--- src/rtl/activation_skew_feeder.sv ---
// -----------------------------------------------------------------------------
// activation_skew_feeder
//
// Upstream stage of a weight-stationary PE array. A job begins with one
// weight-load cycle (mode=0, w_out holding the job's weights). It then accepts
// num_vec activation vectors over valid/ready. Each vector is skewed so that
// row r sees its element r cycles after row 0. done pulses once the last
// skewed element has left the feeder.
//
// Optional build macro: ACT_FEEDER_BUBBLE_CNT_EN
//   When this macro is defined, the output bubble_cnt is added. It counts the
//   STREAM cycles in which the feeder was ready but in_valid was low. It
//   saturates at all-ones.
//
// Ports:
//   clk        in   clock, rising edge
//   reset      in   synchronous active-high reset
//   start      in   job start, sampled in IDLE only
//   num_vec    in   vectors in the job, latched on accepted start
//   w_vec      in   weight lanes, lane r = [r*(WORDWIDTH+1) +: WORDWIDTH+1]
//   in_valid   in   activation vector valid
//   in_ready   out  vector accepted this cycle when in_valid is high
//   in_vec     in   activation lanes, same packing as w_vec
//   mode       out  PE mode: 0 = load weight, 1 = compute
//   w_out      out  registered weight lanes
//   a_out      out  registered skewed activation lanes
//   a_valid    out  per-lane valid for a_out
//   busy       out  high whenever the FSM is not IDLE
//   done       out  one-cycle pulse at job end
//   bubble_cnt out  (optional) ready-but-idle STREAM cycle count
// -----------------------------------------------------------------------------
module activation_skew_feeder #(
    parameter int ROWS      = 4,
    parameter int WORDWIDTH = 8,
    parameter int CNTWIDTH  = 16
) (
    input  logic                            clk,
    input  logic                            reset,
    input  logic                            start,
    input  logic [CNTWIDTH-1:0]             num_vec,
    input  logic [ROWS*(WORDWIDTH+1)-1:0]   w_vec,
    input  logic                            in_valid,
    output logic                            in_ready,
    input  logic [ROWS*(WORDWIDTH+1)-1:0]   in_vec,
    output logic                            mode,
    output logic [ROWS*(WORDWIDTH+1)-1:0]   w_out,
    output logic [ROWS*(WORDWIDTH+1)-1:0]   a_out,
    output logic [ROWS-1:0]                 a_valid,
    output logic                            busy,
    output logic                            done
`ifdef ACT_FEEDER_BUBBLE_CNT_EN
    ,
    output logic [CNTWIDTH-1:0]             bubble_cnt
`endif
);

    localparam int LW = WORDWIDTH + 1;
    localparam int DW = (ROWS > 1) ? $clog2(ROWS) : 1;
    localparam logic [CNTWIDTH-1:0] CNT_ZERO   = {CNTWIDTH{1'b0}};
    localparam logic [CNTWIDTH-1:0] CNT_ONE    = CNTWIDTH'(1);
    // DRAIN lasts ROWS-1 cycles, so the counter runs 0 .. ROWS-2.
    localparam logic [DW-1:0]       DRAIN_LAST = (ROWS > 1) ? DW'(ROWS - 2) : {DW{1'b0}};
    localparam logic [DW-1:0]       DRAIN_ONE  = DW'(1);

    typedef enum logic [1:0] {
        ST_IDLE   = 2'd0,
        ST_LOAD   = 2'd1,
        ST_STREAM = 2'd2,
        ST_DRAIN  = 2'd3
    } state_t;

    state_t                      state_r;
    state_t                      state_nx_s;
    logic [CNTWIDTH-1:0]         num_r;
    logic [CNTWIDTH-1:0]         acc_cnt_r;
    logic [DW-1:0]               drain_cnt_r;
    logic [ROWS*LW-1:0]          w_out_r;
    logic                        mode_r;
    logic                        busy_r;
    logic                        done_r;
    logic                        in_ready_s;
    logic                        start_ok_s;
    logic                        accept_s;
    logic                        last_acc_s;
    logic                        done_nx_s;

    assign in_ready = in_ready_s;
    assign mode     = mode_r;
    assign w_out    = w_out_r;
    assign busy     = busy_r;
    assign done     = done_r;

    // Next-state decode, handshake and end-of-job detection
    always_comb begin
        state_nx_s = state_r;
        in_ready_s = 1'b0;
        start_ok_s = 1'b0;
        accept_s   = 1'b0;
        last_acc_s = 1'b0;
        done_nx_s  = 1'b0;
        case (state_r)
            ST_IDLE: begin
                // done_r high means this is the done cycle: a start here is dropped.
                if (start && !done_r) begin
                    start_ok_s = 1'b1;
                    state_nx_s = ST_LOAD;
                end else begin
                    state_nx_s = ST_IDLE;
                end
            end
            ST_LOAD: begin
                if (num_r == CNT_ZERO) begin
                    state_nx_s = ST_IDLE;
                    done_nx_s  = 1'b1;
                end else begin
                    state_nx_s = ST_STREAM;
                end
            end
            ST_STREAM: begin
                in_ready_s = (acc_cnt_r < num_r);
                accept_s   = in_valid && in_ready_s;
                // acc_cnt_r never exceeds num_r-1 here, so no wrap at all-ones.
                last_acc_s = accept_s && (acc_cnt_r == (num_r - CNT_ONE));
                if (last_acc_s) begin
                    if (ROWS == 1) begin
                        state_nx_s = ST_IDLE;
                        done_nx_s  = 1'b1;
                    end else begin
                        state_nx_s = ST_DRAIN;
                    end
                end else begin
                    state_nx_s = ST_STREAM;
                end
            end
            ST_DRAIN: begin
                if (drain_cnt_r == DRAIN_LAST) begin
                    state_nx_s = ST_IDLE;
                    done_nx_s  = 1'b1;
                end else begin
                    state_nx_s = ST_DRAIN;
                end
            end
            default: begin
                state_nx_s = ST_IDLE;
            end
        endcase
    end

    // State register, job bookkeeping and registered status outputs
    always_ff @(posedge clk) begin
        if (reset) begin
            state_r     <= ST_IDLE;
            num_r       <= CNT_ZERO;
            acc_cnt_r   <= CNT_ZERO;
            drain_cnt_r <= {DW{1'b0}};
            w_out_r     <= {(ROWS*LW){1'b0}};
            mode_r      <= 1'b1;
            busy_r      <= 1'b0;
            done_r      <= 1'b0;
        end else begin
            state_r <= state_nx_s;
            // Status outputs follow the next state, so they line up with state_r.
            mode_r  <= (state_nx_s != ST_LOAD);
            busy_r  <= (state_nx_s != ST_IDLE);
            done_r  <= done_nx_s;
            if (start_ok_s) begin
                // Weights are captured at start so they are valid during LOAD.
                num_r   <= num_vec;
                w_out_r <= w_vec;
            end
            if (start_ok_s) begin
                acc_cnt_r <= CNT_ZERO;
            end else if (accept_s) begin
                acc_cnt_r <= acc_cnt_r + CNT_ONE;
            end
            drain_cnt_r <= (state_r == ST_DRAIN) ? (drain_cnt_r + DRAIN_ONE) : {DW{1'b0}};
        end
    end

    // Lane r is a shift chain of depth r+1; the last stage drives a_out lane r.
    for (genvar r = 0; r < ROWS; r++) begin : g_lane
        logic [LW-1:0] data_r [0:r];
        logic          vld_r  [0:r];

        // Shift one element (or a zero bubble) per cycle through this lane
        always_ff @(posedge clk) begin
            if (reset) begin
                for (int j = 0; j <= r; j++) begin
                    data_r[j] <= {LW{1'b0}};
                    vld_r[j]  <= 1'b0;
                end
            end else begin
                data_r[0] <= accept_s ? in_vec[r*LW +: LW] : {LW{1'b0}};
                vld_r[0]  <= accept_s;
                for (int j = 1; j <= r; j++) begin
                    data_r[j] <= data_r[j-1];
                    vld_r[j]  <= vld_r[j-1];
                end
            end
        end

        assign a_out[r*LW +: LW] = data_r[r];
        assign a_valid[r]        = vld_r[r];
    end

`ifdef ACT_FEEDER_BUBBLE_CNT_EN
    localparam logic [CNTWIDTH-1:0] CNT_MAX = {CNTWIDTH{1'b1}};
    logic [CNTWIDTH-1:0] bubble_cnt_r;

    // Saturating count of STREAM cycles that were ready but saw no valid input
    always_ff @(posedge clk) begin
        if (reset) begin
            bubble_cnt_r <= CNT_ZERO;
        end else if (start_ok_s) begin
            bubble_cnt_r <= CNT_ZERO;
        end else if ((state_r == ST_STREAM) && in_ready_s && !in_valid && (bubble_cnt_r != CNT_MAX)) begin
            bubble_cnt_r <= bubble_cnt_r + CNT_ONE;
        end else begin
            bubble_cnt_r <= bubble_cnt_r;
        end
    end

    assign bubble_cnt = bubble_cnt_r;
`endif

endmodule

--- config.mk ---
export PLATFORM = sky130hd
export DESIGN_NAME = activation_skew_feeder
export DESIGN_NICKNAME = d
export VERILOG_FILES = /design/src/rtl/activation_skew_feeder.sv
export SDC_FILE = /design/constraint.sdc
export NUM_CORES = 1
export LEC_CHECK = 0
export CORE_AREA = 3 3 125 127
export CTS_BUF_LIST = sky130_fd_sc_hd__clkbuf_16
export DETAILED_ROUTE_END_ITERATION = 10
export DIE_AREA = 0 0 128 130
export GPL_ROUTABILITY_DRIVEN = 0
export MAX_ROUTING_LAYER = met4
export PLACE_DENSITY = 0.81
export SLEW_MARGIN = 20
export SYNTH_ARGS = -nofsm -noshare
export SYNTH_HDL_FRONTEND = slang
export SYNTH_SLANG_ARGS = --single-unit
--- constraint.sdc ---
create_clock -name clk -period 3.14 [get_ports clk]
set_input_delay 0.628 -clock clk [delete_from_list [all_inputs] [get_ports clk]]
set_output_delay 0.628 -clock clk [all_outputs]
set_load 0.005 [all_outputs]
## After elaboration in Yosys (flattened, before gate mapping)

Memories as Yosys holds them, arrays and structs flattened.
Cells that the tools add are included.

- Magnitude comparators: 1
- Bitwise operators: 19
- Equality and inequality tests: 6
- Reductions and logical operators: 11
- Div/mod/pow operators: 0
- Shift operators: 0
- Mux-type cells: 41
- Add/subtract/negate cells: 3
- Multiply operators: 0

Operators by type and width:

| kind | number |
|---|---|
| $mux W9 | 14 |
| $mux W1 | 23 |
| $or A1 B1 Y1 | 18 |
| $add A16 B1 Y16 const B | 1 |
| $eq A16 B16 Y1 | 1 |
| $logic_not A16 Y1 | 1 |
| $lt A16 B16 Y1 | 1 |
| $sub A16 B1 Y16 const B | 1 |
| $reduce_or A9 Y1 | 1 |
| $pmux W2 S4 | 1 |
| $eq A2 B2 Y1 const B | 3 |
| $mux W2 | 2 |
| $reduce_or A2 Y1 | 2 |
| $logic_and A1 B1 Y1 | 3 |
| $add A2 B1 Y2 const B | 1 |
| $eq A2 B1 Y1 const B | 1 |
| $logic_not A2 Y1 | 1 |
| $ne A2 B1 Y1 const B | 1 |
| $pmux W1 S2 | 1 |
| $reduce_bool A2 Y1 | 1 |
| $logic_not A1 Y1 | 1 |
| $not A1 Y1 | 1 |
| $reduce_or A1 Y1 | 1 |

- Memories kept: 8
- ROM bits: 0
- Flip-flop bits (word level): 75
- Input port bits: 92
- Logic and storage cells: 97
- RAM bits: 100
- Output and inout port bits: 80
- Latch bits: 0

Memory list:

| memory | words | bits a word | rd ports | clocked after Yosys merged registers in | write ports | line | source |
|---|---|---|---|---|---|---|---|
| g_lane[3].data_r | 4 | 9 | 4 | 0 | 4 | 182 | `logic [LW-1:0] data_r [0:r];` |
| g_lane[2].data_r | 3 | 9 | 3 | 0 | 3 | 182 |  |
| g_lane[1].data_r | 2 | 9 | 2 | 0 | 2 | 182 |  |
| g_lane[0].data_r | 1 | 9 | 1 | 0 | 1 | 182 |  |
| g_lane[3].vld_r | 4 | 1 | 4 | 0 | 4 | 183 | `logic vld_r [0:r];` |
| g_lane[2].vld_r | 3 | 1 | 3 | 0 | 3 | 183 |  |
| +2 memories | n/a | n/a | n/a | n/a | n/a | n/a |  |

## Longest topological paths before layout

- Word-level depth: 6
- Mapped depth: 11
- Depth with buffers taken out: 9

## Least setup slack after synthesis

OpenSTA, ideal clock, no wires.

- Path type: reg2out
- From: register num_r[9]
- To: output in_ready
- Data arrival time: 2.064 ns
- Stages on the path, launching flop included: 10
- Data required time: 2.512 ns
- Slack: 0.448 ns
- Path buffers: 2
- Cell sequence: dfxtp_1 -> clkbuf_1 -> inv_1 -> ha_1 -> a21oi_1 -> o21ai_1 -> a2111oi_1 -> a211oi_2 -> clkbuf_1 -> nor2b_1

- Cells in the longest elaborated chain, start to end: 2

RTL lines:

| item | line | source |
|---|---|---|
| start: declaration | 74 | `logic [CNTWIDTH-1:0] num_r;` |
| start signal: assignment | 168 | `num_r <= num_vec;` |
| $lt A16 B16 Y1 | 120 | `in_ready_s = (acc_cnt_r < num_r);` |
| $mux W1 | 101 | `case (state_r)` |
| end: declaration | 43 | `output logic in_ready,` |

Every way passes these cells.

## Final worst setup path

- From: register num_r[11]
- To: output in_ready

The elaborated chain is that of the path after synthesis.

==> metrics <==
initial DRC count=245; IO Port Bufs=171; sequential power share=46.8%; XOR/XNOR Fraction of Synth Area=under 10%; Power Density=roughly 560 mW/mm²; grt total ovfl=0; largest family of logic cells by synthesized area=simple AND/OR/NAND/NOR gates; Worst EP arrival=~2.3 ns; worst slew pin tran=0.797 ns; Comb pwr share=13.0%; Final Skew=0.0121 ns; Max Clk Rate=0.340 GHz; Sw Ratio=26.0%; first drt pass iteration count=4; Internal Dissipation=between 3 and 4 mW; post-CTS sizing=10; Synth async-reset ratio=0%; CP Class=flip-flop to output port; num rows=44; Max Slew Vio Count=0; io pins=172; vias in the first global route=4694; worst hold slack=0.435 ns; Initial Util=44.1%; hold buffer count at cts=0; RSZ-0062 raised after global routing=false; simple-gate area share of the yosys netlist=24.5%; Yosys reg bits=approximately 170; clk_lat worst skew=between 0.4 and 0.5 ns; fin crit share=93.8%; Max-cap violations=0; WP data required=2.51 ns; Final nets=943; CTS tree=built; largest net degree at the start of global routing=74; first-pass GRT wire length=23100 µm; Worst-path clk slew=0.07 ns; Root Driver=clkbuf_16; die extent in x=128 µm; main flop type after synthesis=dfxtp_1; hold path depth=1; DRT antenna net count=0; Setup Fix Bufs, Post-CTS=0; worst vdd ir=a little over 0.4 mV; slew margin rel.=45.5%; Vias/cell=4.86; Post-Syn Instances=692; CP Launch Type=flip-flop; Cell variety after synth=56; Core Region=0.0145 mm²; # setup viols final=0; hold crit path type=flip-flop to flip-flop; Mapped Nets=803; Leakage=roughly 3.4 nW; Syn Area/Cell=9.26 µm²; worst-path fanout max=5; CP endpoint kind=output port; Switching Power=roughly 1.3 mW; via count=~5000; Area growth, synth to finish=36.1%; WL per Instance=14.1 µm; Max Root-Sink Buffers=2; Routed Wire Length=14500 µm; Post-Synth Adder-Cell Area=3.71%; Die H=130 µm; cells on worst reg2reg path=9; CTS buffer count=17; clock power share=40.2%; final hold viol count=0; All-Layer GR Usage=18.1%; clk sinks=169; H-tree depth=4; outcome=completed; Post-Synthesis Cell Area=approximately 0.0064 mm²; Ys Warns=0; setup TNS=0 ns; Die ar.=~0.017 mm²; post-synthesis sequential area ratio=~53%; Residual DRC=0; post-synthesis compound-gate area fraction=under 10%; # diodes=0; antenna violations before repair=0; mux share of post-synthesis cell area=less than 1%; share of layout cells above drive strength 1=7.11%; EDFF count, synth=0; Min Clock Period, post-route=2.94 ns; hpwl dp=10200 µm
-- stage by stage --
stage	total power [mW]	setup WS [ns]	area, µm²	util, %	std cells
finish	4.86	0.195	8720	60.0	1028
global route	5.06	0.0426	8720	60.0	1028
CTS	4.91	0.156	8720	60.0	1028
detailed placement	2.95	0.169	8140	56.0	997
global placement	2.94	0.178	8140	56.0	997
floorplan	2.65	0.448	6410	-	692
-- per-layer routing --
layer,GRT usage [%],routed length (µm)
met5,-,0
met4,7.80,367
met3,7.20,1180
met2,28.8,7030
met1,20.2,5920
-- synthesized netlist by cell type (2+ instances only) --
cell	n	area, µm²
nor4b_1	2	17.5
nand3_1	11	55.1
a211oi_1	2	15.0
a41oi_1	2	17.5
and3_1	5	31.3
buf_2	5	25.0
xnor2_1	21	184
nor3b_1	2	15.0
clkbuf_1	31	116
nor4_1	2	12.5
buf_4	23	173
nand2_1	119	447
xor2_1	8	70.1
inv_1	21	78.8
o211ai_1	2	15.0
o31ai_1	2	15.0
a21o_1	3	22.5
and4_1	2	17.5
dfxtp_1	169	3380
ha_1	19	238
nor2_1	25	93.8
nand4_1	9	56.3
o21ai_0	3	15.0
nor2b_1	62	388
a21oi_1	62	310
or4_1	2	15.0
and2_1	36	225
o31a_1	2	17.5
nor3_1	13	65.1
-- final timing paths --
| path | slack [ns] | endpoint | from |
|---|---|---|---|
| hold / removal | 0.44 | g_lane[3].data_r[3][6]$_SDFF_PP0_ | g_lane[3].data_r[2][6]$_SDFF_PP0_ |
| setup / recovery | 0.20 | in_ready | num_r[11]$_SDFFE_PP0P_ |
| hold reg to reg | 0.44 | g_lane[3].data_r[3][6]$_SDFF_PP0_ | g_lane[3].data_r[2][6]$_SDFF_PP0_ |
| setup reg to reg | 0.45 | acc_cnt_r[8]$_SDFFE_PP0P_ | num_r[13]$_SDFFE_PP0P_ |
-- power by group through the flow --
stage	combinational, mW	sequential [mW]	clock (mW)
after floorplan	0.340	2.31	0
after global placement	0.623	2.32	0
after detailed placement	0.631	2.32	0
after CTS	0.636	2.27	2.00
after global routing	0.698	2.28	2.09
final	0.631	2.27	1.95
-- sequential cells by signal, indices dropped and copies added (netlist names) --
| signal | cells |
|---|---|
| busy | 1 |
| num_r | 16 |
| mode | 1 |
| state_r | 2 |
| g_lane.vld_r | 4 |
| g_lane.data_r | 90 |
| acc_cnt_r | 16 |
| drain_cnt_r | 2 |
| done | 1 |
| w_out | 36 |
-- cells by family (layout without fill, tap and decap cells) --
logic type,Yosys count,after routing
buf+inv,81,233
xor+xnor,29,29
compound gates,90,90
simple gates,303,303
flops,169,169
mux,1,1
fa+ha+maj,19,19
-- cells in the final DEF, fill, tap and decap left out, types with 2 or more instances in the layout --
| cell type | count |
|---|---|
| dfxtp_1 | 165 |
| a21oi_1 | 61 |
| a41oi_1 | 2 |
| nor2b_1 | 62 |
| nor3_1 | 12 |
| o31ai_1 | 2 |
| clkinvlp_4 | 2 |
| nand3_1 | 11 |
| nand2_1 | 119 |
| a21o_1 | 3 |
| and2_1 | 36 |
| and4_1 | 2 |
| nand4_1 | 9 |
| or4_1 | 2 |
| o31a_1 | 2 |
| inv_1 | 22 |
| dfxtp_2 | 3 |
| and3_1 | 5 |
| buf_4 | 9 |
| o21ai_0 | 3 |
| inv_8 | 3 |
| clkdlybuf4s50_1 | 169 |
| ha_1 | 19 |
| clkbuf_16 | 17 |
| o211ai_1 | 2 |
| inv_6 | 6 |
| a211oi_1 | 2 |
| nor4b_1 | 2 |
| nor3b_1 | 2 |
| buf_12 | 2 |
| nor2_1 | 25 |
| nor4_1 | 2 |
| xnor2_1 | 21 |
| xor2_1 | 8 |
-- critical path, cell delays in order, from the launching register on --
cell and delay (ns):
dfxtp_4 0.37, inv_1 0.05, ha_1 0.33, a21oi_2 0.18, o21ai_2 0.11, a2111oi_4 0.36, a211oi_2 0.14, nor2b_1 0.12
dlygate4sd2_1 0.25
-- layout make-up --
| class | count | area [µm²] |
|---|---|---|
| repair buffers | 181 | 1810 |
| well taps | 184 | 230 |
| flip-flops and latches | 169 | 3390 |
| inverters | 21 | 78.8 |
| fillers | 1244 | 5810 |
| clock buffers | 17 | 425 |
| clock inverters | 14 | 130 |
| multi-input cells | 442 | 2660 |
(Power assumes the default switching activity.)
